$ cat src/rtl/cpu_sync_pkg.sv
// Shared types and encodings for the per-core sync hub: agent states,
// PIO command codes and PIO response codes.
package cpu_sync_pkg;

  typedef enum logic [1:0] {
    IDLE     = 2'd0,
    WAIT_REL = 2'd1,
    RELEASED = 2'd2,
    HALTED   = 2'd3
  } agent_state_t;

  localparam logic [1:0] CMD_NONE = 2'd0;
  localparam logic [1:0] CMD_SYNC = 2'd1;
  localparam logic [1:0] CMD_HALT = 2'd2;

  localparam logic [1:0] RSP_IDLE = 2'd0;
  localparam logic [1:0] RSP_WAIT = 2'd1;
  localparam logic [1:0] RSP_REL  = 2'd2;
  localparam logic [1:0] RSP_HALT = 2'd3;

  // Response code a core sees for a given agent state.
  function automatic logic [1:0] rsp_of(input agent_state_t st);
    logic [1:0] r;
    case (st)
      IDLE:     r = RSP_IDLE;
      WAIT_REL: r = RSP_WAIT;
      RELEASED: r = RSP_REL;
      HALTED:   r = RSP_HALT;
      default:  r = RSP_IDLE;
    endcase
    return r;
  endfunction

endpackage

$ cat src/rtl/cpu_sync_agent.sv
// Single-core barrier agent: command FSM, continue edge detector,
// barrier wait timer and sticky timeout flag.
module cpu_sync_agent
  import cpu_sync_pkg::*;
#(
  parameter int TIMEOUT = 1000,
  parameter int TW      = $clog2(TIMEOUT + 1)
) (
  input  logic       clk,
  input  logic       reset,
  input  logic       soft_clr,
  input  logic [1:0] i_cmd,
  input  logic       i_continue,
  output logic [1:0] o_rsp,
  output logic       o_sync,
  output logic       o_halt,
  output logic       o_err,
  output logic       o_sync_nxt
);

  agent_state_t r_state;
  agent_state_t w_state_nxt;
  logic [TW-1:0] r_timer;
  logic [TW-1:0] w_timer_nxt;
  logic          r_err;
  logic          w_err_nxt;
  logic          r_cont_s;
  logic          r_cont_q;
  logic          w_rise;
  logic [1:0]    w_cmd;

  // Reserved command code behaves like "none".
  assign w_cmd  = (i_cmd == 2'd3) ? CMD_NONE : i_cmd;
  // Edge taken on the sampled continue so a level held across WAIT_REL entry never releases.
  assign w_rise = r_cont_s & ~r_cont_q;

  // Next-state, timer and error computation.
  always_comb begin
    w_state_nxt = r_state;
    w_timer_nxt = r_timer;
    w_err_nxt   = r_err;
    if (soft_clr) begin
      w_state_nxt = IDLE;
      w_timer_nxt = '0;
      w_err_nxt   = 1'b0;
    end else begin
      case (r_state)
        IDLE: begin
          if (w_cmd == CMD_SYNC) begin
            w_state_nxt = WAIT_REL;
            w_timer_nxt = '0;
          end else if (w_cmd == CMD_HALT) begin
            w_state_nxt = HALTED;
          end else begin
            w_state_nxt = IDLE;
          end
        end
        WAIT_REL: begin
          if (!w_rise && (r_timer == TW'(TIMEOUT - 1))) begin
            w_err_nxt = 1'b1;
          end else begin
            w_err_nxt = r_err;
          end
          if (w_cmd == CMD_HALT) begin
            w_state_nxt = HALTED;
          end else if (w_rise) begin
            w_state_nxt = RELEASED;
          end else if (r_timer != TW'(TIMEOUT)) begin
            w_timer_nxt = r_timer + TW'(1);
          end else begin
            w_timer_nxt = r_timer;
          end
        end
        RELEASED: begin
          if (w_cmd == CMD_HALT) begin
            w_state_nxt = HALTED;
          end else if (w_cmd == CMD_NONE) begin
            w_state_nxt = IDLE;
          end else begin
            w_state_nxt = RELEASED;
          end
        end
        HALTED:  w_state_nxt = HALTED;
        default: w_state_nxt = IDLE;
      endcase
    end
  end

  // State, timer, error and continue-history registers.
  always_ff @(posedge clk or posedge reset) begin
    if (reset) begin
      r_state  <= IDLE;
      r_timer  <= '0;
      r_err    <= 1'b0;
      r_cont_s <= 1'b0;
      r_cont_q <= 1'b0;
    end else begin
      r_state  <= w_state_nxt;
      r_timer  <= w_timer_nxt;
      r_err    <= w_err_nxt;
      r_cont_s <= i_continue;
      r_cont_q <= r_cont_s;
    end
  end

  assign o_rsp      = rsp_of(r_state);
  assign o_sync     = (r_state == WAIT_REL);
  assign o_halt     = (r_state == HALTED);
  assign o_err      = r_err;
  assign o_sync_nxt = (w_state_nxt == WAIT_REL);

endmodule

$ cat src/rtl/cpu_sync_hub.sv
// Per-core front end of the run controller: one barrier agent per core
// plus a registered all-cores-synced flag aligned with sync_out.
module cpu_sync_hub
  import cpu_sync_pkg::*;
#(
  parameter int N_CPU   = 4,
  parameter int TIMEOUT = 1000
) (
  input  logic               clk,
  input  logic               reset,
  input  logic               soft_clr,
  input  logic [2*N_CPU-1:0] cpu_cmd,
  output logic [2*N_CPU-1:0] cpu_rsp,
  input  logic [N_CPU-1:0]   continue_in,
  output logic [N_CPU-1:0]   sync_out,
  output logic [N_CPU-1:0]   halt_out,
  output logic               all_sync,
  output logic [N_CPU-1:0]   err
);

  localparam int TW = $clog2(TIMEOUT + 1);

  logic [N_CPU-1:0] w_sync_nxt;
  logic             r_all_sync;

  for (genvar g = 0; g < N_CPU; g++) begin : g_agent
    cpu_sync_agent #(
      .TIMEOUT(TIMEOUT),
      .TW     (TW)
    ) u_agent (
      .clk       (clk),
      .reset     (reset),
      .soft_clr  (soft_clr),
      .i_cmd     (cpu_cmd[2*g +: 2]),
      .i_continue(continue_in[g]),
      .o_rsp     (cpu_rsp[2*g +: 2]),
      .o_sync    (sync_out[g]),
      .o_halt    (halt_out[g]),
      .o_err     (err[g]),
      .o_sync_nxt(w_sync_nxt[g])
    );
  end

  // Built from next-state sync so it lands on the same edge as sync_out.
  always_ff @(posedge clk or posedge reset) begin
    if (reset) begin
      r_all_sync <= 1'b0;
    end else begin
      r_all_sync <= &w_sync_nxt;
    end
  end

  assign all_sync = r_all_sync;

endmodule

$ cat config.mk
export PLATFORM = sky130hd
export DESIGN_NAME = cpu_sync_hub
export DESIGN_NICKNAME = d
export VERILOG_FILES = /design/src/rtl/cpu_sync_pkg.sv /design/src/rtl/cpu_sync_agent.sv /design/src/rtl/cpu_sync_hub.sv
export SDC_FILE = /design/constraint.sdc
export NUM_CORES = 1
export LEC_CHECK = 0
export BUFFER_PORTS_ARGS = -buffer_cell sky130_fd_sc_hd__buf_2
export CAP_MARGIN = 20
export CORE_MARGIN = 3
export CORE_UTILIZATION = 60
export DETAILED_ROUTE_END_ITERATION = 7
export PLACE_DENSITY = 0.81
export SYNTH_ARGS = -nofsm -noshare
export SYNTH_HDL_FRONTEND = slang
export SYNTH_HIERARCHICAL = 1
export SYNTH_SLANG_ARGS = --single-unit
$ cat constraint.sdc
create_clock -name clk -period 4.9 [get_ports clk]
set_input_delay 0.245 -clock clk [delete_from_list [all_inputs] [get_ports clk]]
set_output_delay 0.245 -clock clk [all_outputs]
set_load 0.02 [all_outputs]
==> flow_summary.ini, run 1 <==
[run_status]
status = finished clean

[global_route]
grt_use_met1 = 0.3398
grt_pass1_vias = 3112
grt_pass1_wl_um = 14350
grt.busiest_layer = met2
gr-total-overflow = 0
antenna_found_initial = 0
grtUsageMet3 = 0.03883
grt_max_degree = 31
grtUsageTotal = 0.2419
met2_usage = 0.3708

[power]
worst_ir_drop_vdd_mv = 0.2254
power_density_nw_per_um2 = 282.0
p_leak_nw = 1.853
finalPower_mw = 1.174

[die]
ios = 36
die_width_um = 85.14
start_util = 0.6272
fp.dieArea_um2 = 7248
coreArea_um2 = 5991
die-height_um = 85.14
row_count = 28

[placement]
placed_cells = 507
hpwl_um = 5708
portBuffers = 35
gp_congestion = 0.8741

[drt]
drtPass1Iterations = 5
first_iter_violations = 217
via_count = 3244
routed_wl_um = 8230
vias_per_cell = 6.167
postRouteAntennaNets = 0
drc_errors = 0
wl_per_cell_um = 15.65

[yosys]
synthArstFlopShare = 1.000
synth_area_um2 = 3757
yosysSeqAreaShare = 0.4063
synth_warnings = 6
synth.distinct_cells = 52
yosys_register_bits = 61
synthesis.nets = 444
ys.flop_type = dfrtp_1
avgSynthCellArea_um2 = 9.098
synth_cells = 413
synth_edf_count = 0

[sta]
hold_viol = 0
rsz0062_at_grt = no
setup-violations-final = 0
slew_headroom = 0.5417
drv_slew = 0
period_share = 0.3871
max_freq_ghz = 0.5272
min_period_ps = 1897
tns_ps = 0
timing_worst_slew_pin_value_ps = 684.4
skew_ps = 10.55

[setup_path]
end_kind = flip-flop
cp.required_ps = 5140
rr_worst_depth = 5
crit_arrival_ps = 2130
crit_type = reg2reg
worstPathMaxFanout = 10
critPathLaunchType = flip-flop

[cts]
cts_tree = built
clockBufferDepth = 2
cts_sinks = 61
clk_pin_slew_ps = 70
clk_latency_ps = 330
numCtsBuffers = 9
cts-root-buf = clkbuf_8
ctsHtreeMaxLevel = 3

[worst_hold_path]
holdPathStages = 1
hp-class = in2reg

[finish]
fin_util = 0.6951
final_cells = 526
diodes = 0
fin_nets = 477
layout-drive-gt1-share = 0.1574
fill_cells = 478
synthToLayoutAreaGrowth_pct = 10.82

[flow_run]
drv_cap = 0
==> cells in the mapped netlist, types with 3 or more instances <==
cell      instances  area share
nor3b_4           4       0.020
or4_1             4      0.0080
a21oi_1          15       0.020
inv_1            27       0.027
o21ai_1           4      0.0053
and2_1           12       0.020
ha_1             16       0.053
o31ai_1          10       0.020
a41oi_1           4      0.0093
nand2b_1         11       0.018
a31o_2            3      0.0070
o41ai_2           3       0.013
a221oi_1          4      0.0093
nor3_1           11       0.015
or3_1             3      0.0050
and3b_1           3      0.0070
nor2_1           36       0.036
a31oi_1           7       0.012
nor4b_1           3      0.0070
and4_1            3      0.0070
nor2b_1           9       0.015
dfrtp_1          61        0.41
and2b_1           6       0.012
and4b_1           3      0.0080
nand2_1          31       0.031
o41ai_1           5       0.012
nand4_1           9       0.015
buf_2             8       0.011
and3_1            3      0.0050
o21bai_1          3      0.0060
o211ai_1          3      0.0060
nand3_1          30       0.040
o21ai_0          30       0.040
clkbuf_1          6      0.0060
==> where the power goes <==
group	leakage (nW)	switching, mW	internal (mW)	total (mW)
sequential	0.823	0.0261	0.518	0.544
combinational	0.933	0.117	0.0689	0.186
clock	0.0964	0.196	0.248	0.444
total	1.85	0.339	0.835	1.17
==> through the flow <==
| stage | cell area, um2 | hold WS, ps | setup WS, ps |
|---|---|---|---|
| final | 4164 | 19.78 | 3003 |
| after global placement | 3941 | 131.6 | 3043 |
| after detailed placement | 3941 | 131.7 | 2988 |
| after CTS | 4164 | 2.036 | 3026 |
| after floorplan | 3757 | -26.29 | 3148 |
| after global routing | 4164 | 10.02 | 2798 |
==> worst paths after layout <==
| path | slack [ps] | to | start |
|---|---|---|---|
| hold reg to reg | 370 | g_agent[0].u_agent/r_cont_q$_DFF_PP0_ | g_agent[0].u_agent/r_cont_s$_DFF_PP0_ |
| max in group asynchronous | 3950 | g_agent[3].u_agent/r_timer[0]$_DFFE_PP0P_ | reset |
| setup reg to reg | 3000 | g_agent[0].u_agent/r_timer[3]$_DFFE_PP0P_ | g_agent[0].u_agent/r_state[1]$_DFF_PP0_ |
| hold / removal | 20 | g_agent[3].u_agent/r_cont_s$_DFF_PP0_ | continue_in[3] |
| min in group asynchronous | 330 | all_sync$_DFF_PP0_ | reset |
| setup / recovery | 3000 | g_agent[0].u_agent/r_timer[3]$_DFFE_PP0P_ | g_agent[0].u_agent/r_state[1]$_DFF_PP0_ |
==> layout make-up <==
type                    count  area (um2)  area share
inverters                  27       101.3     0.02434
well taps                  75       93.84     0.02254
clock buffers              12       145.1     0.03486
multi-input cells         309        2044      0.4910
flip-flops and latches     61        1526      0.3666
repair buffers             38       205.2     0.04928
clock inverters             4       47.55     0.01142
==> per-layer routing <==
metal,share of wire,vias to the layer above
met3,0.049,22
met2,0.47,117
met5,0,-
met4,0.025,0
li1,-,1566
met1,0.46,1539
==> flip-flops by register name, indices dropped and copies added (netlist names) <==
signal                    count
g_agent.u_agent/r_timer      40
g_agent.u_agent/r_state       8
g_agent.u_agent/o_err         4
g_agent.u_agent/r_cont_q      4
g_agent.u_agent/r_cont_s      4
all_sync                      1
==> cell usage in the layout (no fill, tap or decap), types with 3 or more instances in the layout <==
cell type      count
a21oi_1           15
a221oi_1           4
a31o_2             3
a31oi_1            7
a41oi_1            4
and2_1            12
and2b_1            6
and3_1             3
and3b_1            3
and4_1             3
and4b_1            3
buf_2             35
clkbuf_8          10
dfrtp_1           61
dlygate4sd3_1      3
ha_1              16
inv_1             27
nand2_1           31
nand2b_1          11
nand3_1           30
nand4_1            9
nor2_1            36
nor2b_1            9
nor3_1            11
nor3b_4            4
nor4b_1            3
o211ai_1           3
o21ai_0           30
o21ai_1            4
o21bai_1           3
o31ai_1           10
o41ai_1            5
o41ai_2            3
or3_1              3
or4_1              4
==> cell families after synthesis <==
logic type      after synthesis  synth area share
simple gates                192            0.3054
mux                           2          0.005328
fa+ha+maj                    16           0.05328
flops                        61            0.4063
buf+inv                      43           0.04962
compound gates               99            0.1801
==> worst max-delay path: stages, from the launching register on <==
cell	delay [ps]
dfrtp_1	480
and2b_2	300
nand2b_2	120
o211ai_1	600
o21ai_0	210
o31ai_1	100
==> what timing repair did <==
action | in CTS | in global routing
hold endpoints to repair | 3 | 0
hold buffers | 3 | 0
resized for setup | 0 | 0
buffers inserted | 0 | 0
Note: power is estimated with default switching activity, not from simulation.
==> run 2, diff against run 1 <==
ABC_AREA = 1   (was unset)
PLACE_DENSITY = 0.8   (was 0.81)
clock period = 1.96 ns   (was 4.9 ns; I/O delays follow)
==> flow_summary.ini, run 2 <==
[sta]
slew_headroom = 0.5949
setup_ws_ps = 222.7
tns_ps = 0
max_freq_ghz = 0.5756
rsz0062_at_grt = no
hold_viol = 0
skew_ps = 12.08
timing_worst_slew_pin_value_ps = 607.0
setup-violations-final = 0
min_period_ps = 1737
period_share = 0.8864
timing.hold.ws_ps = 106.3
drv_slew = 0

[yosys]
yosysSeqAreaShare = 0.3714
synth_area_um2 = 4110
synth_area_leaders = dfrtp_1 (37%), nand2_1 (14%), inv_1 (6.4%)
yosysMostFrequentCell = nand2_1
avgSynthCellArea_um2 = 7.500
yosysTopAreaCell = dfrtp_1
synthArstFlopShare = 1.000
synthTopCellsByCount = nand2_1 (150), inv_1 (70), dfrtp_1 (61)
yosys_register_bits = 61
netlist.area_leader.share = 0.3714
synth.distinct_cells = 29
synth_cells = 548
synth_edf_count = 0
ys.flop_type = dfrtp_1
synthesis.nets = 579
synth_warnings = 6

[drt]
routed_wl_um = 8651
postRouteAntennaNets = 0
first_iter_violations = 154
vias_per_cell = 5.443
drtPass1Iterations = 7
wl_per_cell_um = 12.99
via_count = 3625
drc_errors = 0

[die]
die-height_um = 88.77
coreArea_um2 = 6495
ios = 36
start_util = 0.6328
die_width_um = 88.77
row_count = 29
fp.dieArea_um2 = 7879

[global_route]
grt_max_degree = 21
grt_pass1_wl_um = 14930
antenna_found_initial = 0
grtUsageTotal = 0.2406
gr-total-overflow = 0
grt_pass1_vias = 3396

[cts]
cts_sinks = 61
clk_pin_slew_ps = 80
ctsHtreeMaxLevel = 3
cts_tree = built
numCtsBuffers = 9
cts-root-buf = clkbuf_8
clockBufferDepth = 2
clk_latency_ps = 350

[finish]
mostFrequentLayoutCells = nand2_1 (150), inv_1 (70), dfrtp_1 (61)
reg_top3 = g_agent.u_agent/r_timer x40, g_agent.u_agent/r_state x8
fill_cells = 535
diodes = 0
largest_register_ffs = 40
fin_nets = 615
fin_util = 0.6941
final_common_cell = nand2_1
top_register = g_agent.u_agent/r_timer
layout-drive-gt1-share = 0.2207
synthToLayoutAreaGrowth_pct = 9.680

[placement]
portBuffers = 35
hpwl_um = 6245
gp_congestion = 0.8351
place_ws_ps = 257.2

[setup_path]
cp_common_cell = nand2_1
worstPathMaxFanout = 20
crit_arrival_ps = 2010
cp_cell_sequence = inv_1 > ha_1 > nand2_1 > nor2_1 > nand3_1 > nand2_1 > nand2_2 > nand2_2 > nand2_1 > o21ai_2
end_kind = flip-flop
crit_type = reg2reg
crit_slowest_cell = dfrtp_1
cp.required_ps = 2230
critPathLaunchType = flip-flop
critical-path-max-stage-delay_ps = 430

[power]
power_density_nw_per_um2 = 698.1
worst_ir_drop_vdd_mv = 0.3802
p_leak_nw = 2.300

[run_status]
status = finished clean

[flow_run]
drv_cap = 0

[worst_hold_path]
hp-class = in2reg
## run 2: cell types whose count changed in the layout (fill, tap and decap cells not counted), moves of 13 or more
| cell | before | now |
|---|---|---|
| nand2_2 | 0 | 15 |
| nor2_1 | 36 | 54 |
| inv_1 | 27 | 70 |
| nand2_1 | 31 | 150 |
| a21oi_1 | 15 | 2 |
| o21ai_2 | 0 | 30 |
| nand4_1 | 9 | 25 |
| o21ai_0 | 30 | 13 |
| nand3_1 | 30 | 46 |
## run 2: final cells by class
class | instances | area, um2 | area share
clock inverters | 7 | 97.59 | 0.02165
well taps | 77 | 96.34 | 0.02137
multi-input cells | 390 | 2120 | 0.4702
clock buffers | 9 | 123.9 | 0.02748
inverters | 81 | 311.5 | 0.06911
repair buffers | 41 | 232.7 | 0.05162
flip-flops and latches | 61 | 1526 | 0.3386
## run 2: per-stage QoR
step                      area, um2  instances  total power [mW]
after floorplan                4110        548             1.799
after global placement         4237        645             1.857
after detailed placement       4237        645             1.875
after CTS                      4508        666             3.162
after global routing           4508        666             3.289
final                          4508        666             3.147
## run 2: power by group
| group | switching (mW) | leakage, nW | internal, mW |
|---|---|---|---|
| clock | 0.568 | 0.106 | 0.722 |
| sequential | 0.0548 | 0.823 | 1.30 |
| combinational | 0.364 | 1.37 | 0.142 |
## run 2: what timing repair did
action / in CTS / in global routing
hold buffers: 5 / 0
resized for setup: 0 / 0
setup buffers: 0 / 0
endpoints found under the hold margin: 65 / 0
## run 2: metal layers
metal | vias to the layer above | global-route usage | share of wire
met4 | 0 | 0.09615 | 0.015
met2 | 104 | 0.4055 | 0.50
li1 | 1821 | - | -
met1 | 1686 | 0.3037 | 0.44
met5 | - | 0 | 0
met3 | 14 | 0.04562 | 0.051
## run 2: worst paths after layout
| path | startpoint | end | slack [ps] | depth (start not counted) |
|---|---|---|---|---|
| worst max-delay path | g_agent[0].u_agent/r_timer[0]$_DFFE_PP0P_ | g_agent[0].u_agent/r_timer[5]$_DFFE_PP0P_ | 220 | 10 |
| max in group asynchronous | reset | g_agent[3].u_agent/r_timer[6]$_DFFE_PP0P_ | 1130 | 3 |
| worst min register to register | g_agent[2].u_agent/r_cont_s$_DFF_PP0_ | g_agent[2].u_agent/r_cont_q$_DFF_PP0_ | 380 | 0 |
| worst min-delay path | soft_clr | g_agent[0].u_agent/r_state[1]$_DFF_PP0_ | 110 | 2 |
| worst max register to register | g_agent[0].u_agent/r_timer[0]$_DFFE_PP0P_ | g_agent[0].u_agent/r_timer[5]$_DFFE_PP0P_ | 220 | 10 |
| min in group asynchronous | reset | all_sync$_DFF_PP0_ | 180 | 3 |
## run 2: critical path: cells and delay by family, from the launching register on
family                   cells  cell delay, ps
AND/OR/NAND/NOR              7             880
adder cells (fa/ha/maj)      1             150
AO/OA/AOI/OAI                1              80
flip-flops                   1             430
buffers and inverters        1             120
## run 2: kinds of logic after synthesis
logic type,after synthesis,synth area share
compound gates,58,0.1072
fa+ha+maj,16,0.04871
buf+inv,97,0.1129
flops,61,0.3714
simple gates,316,0.3598
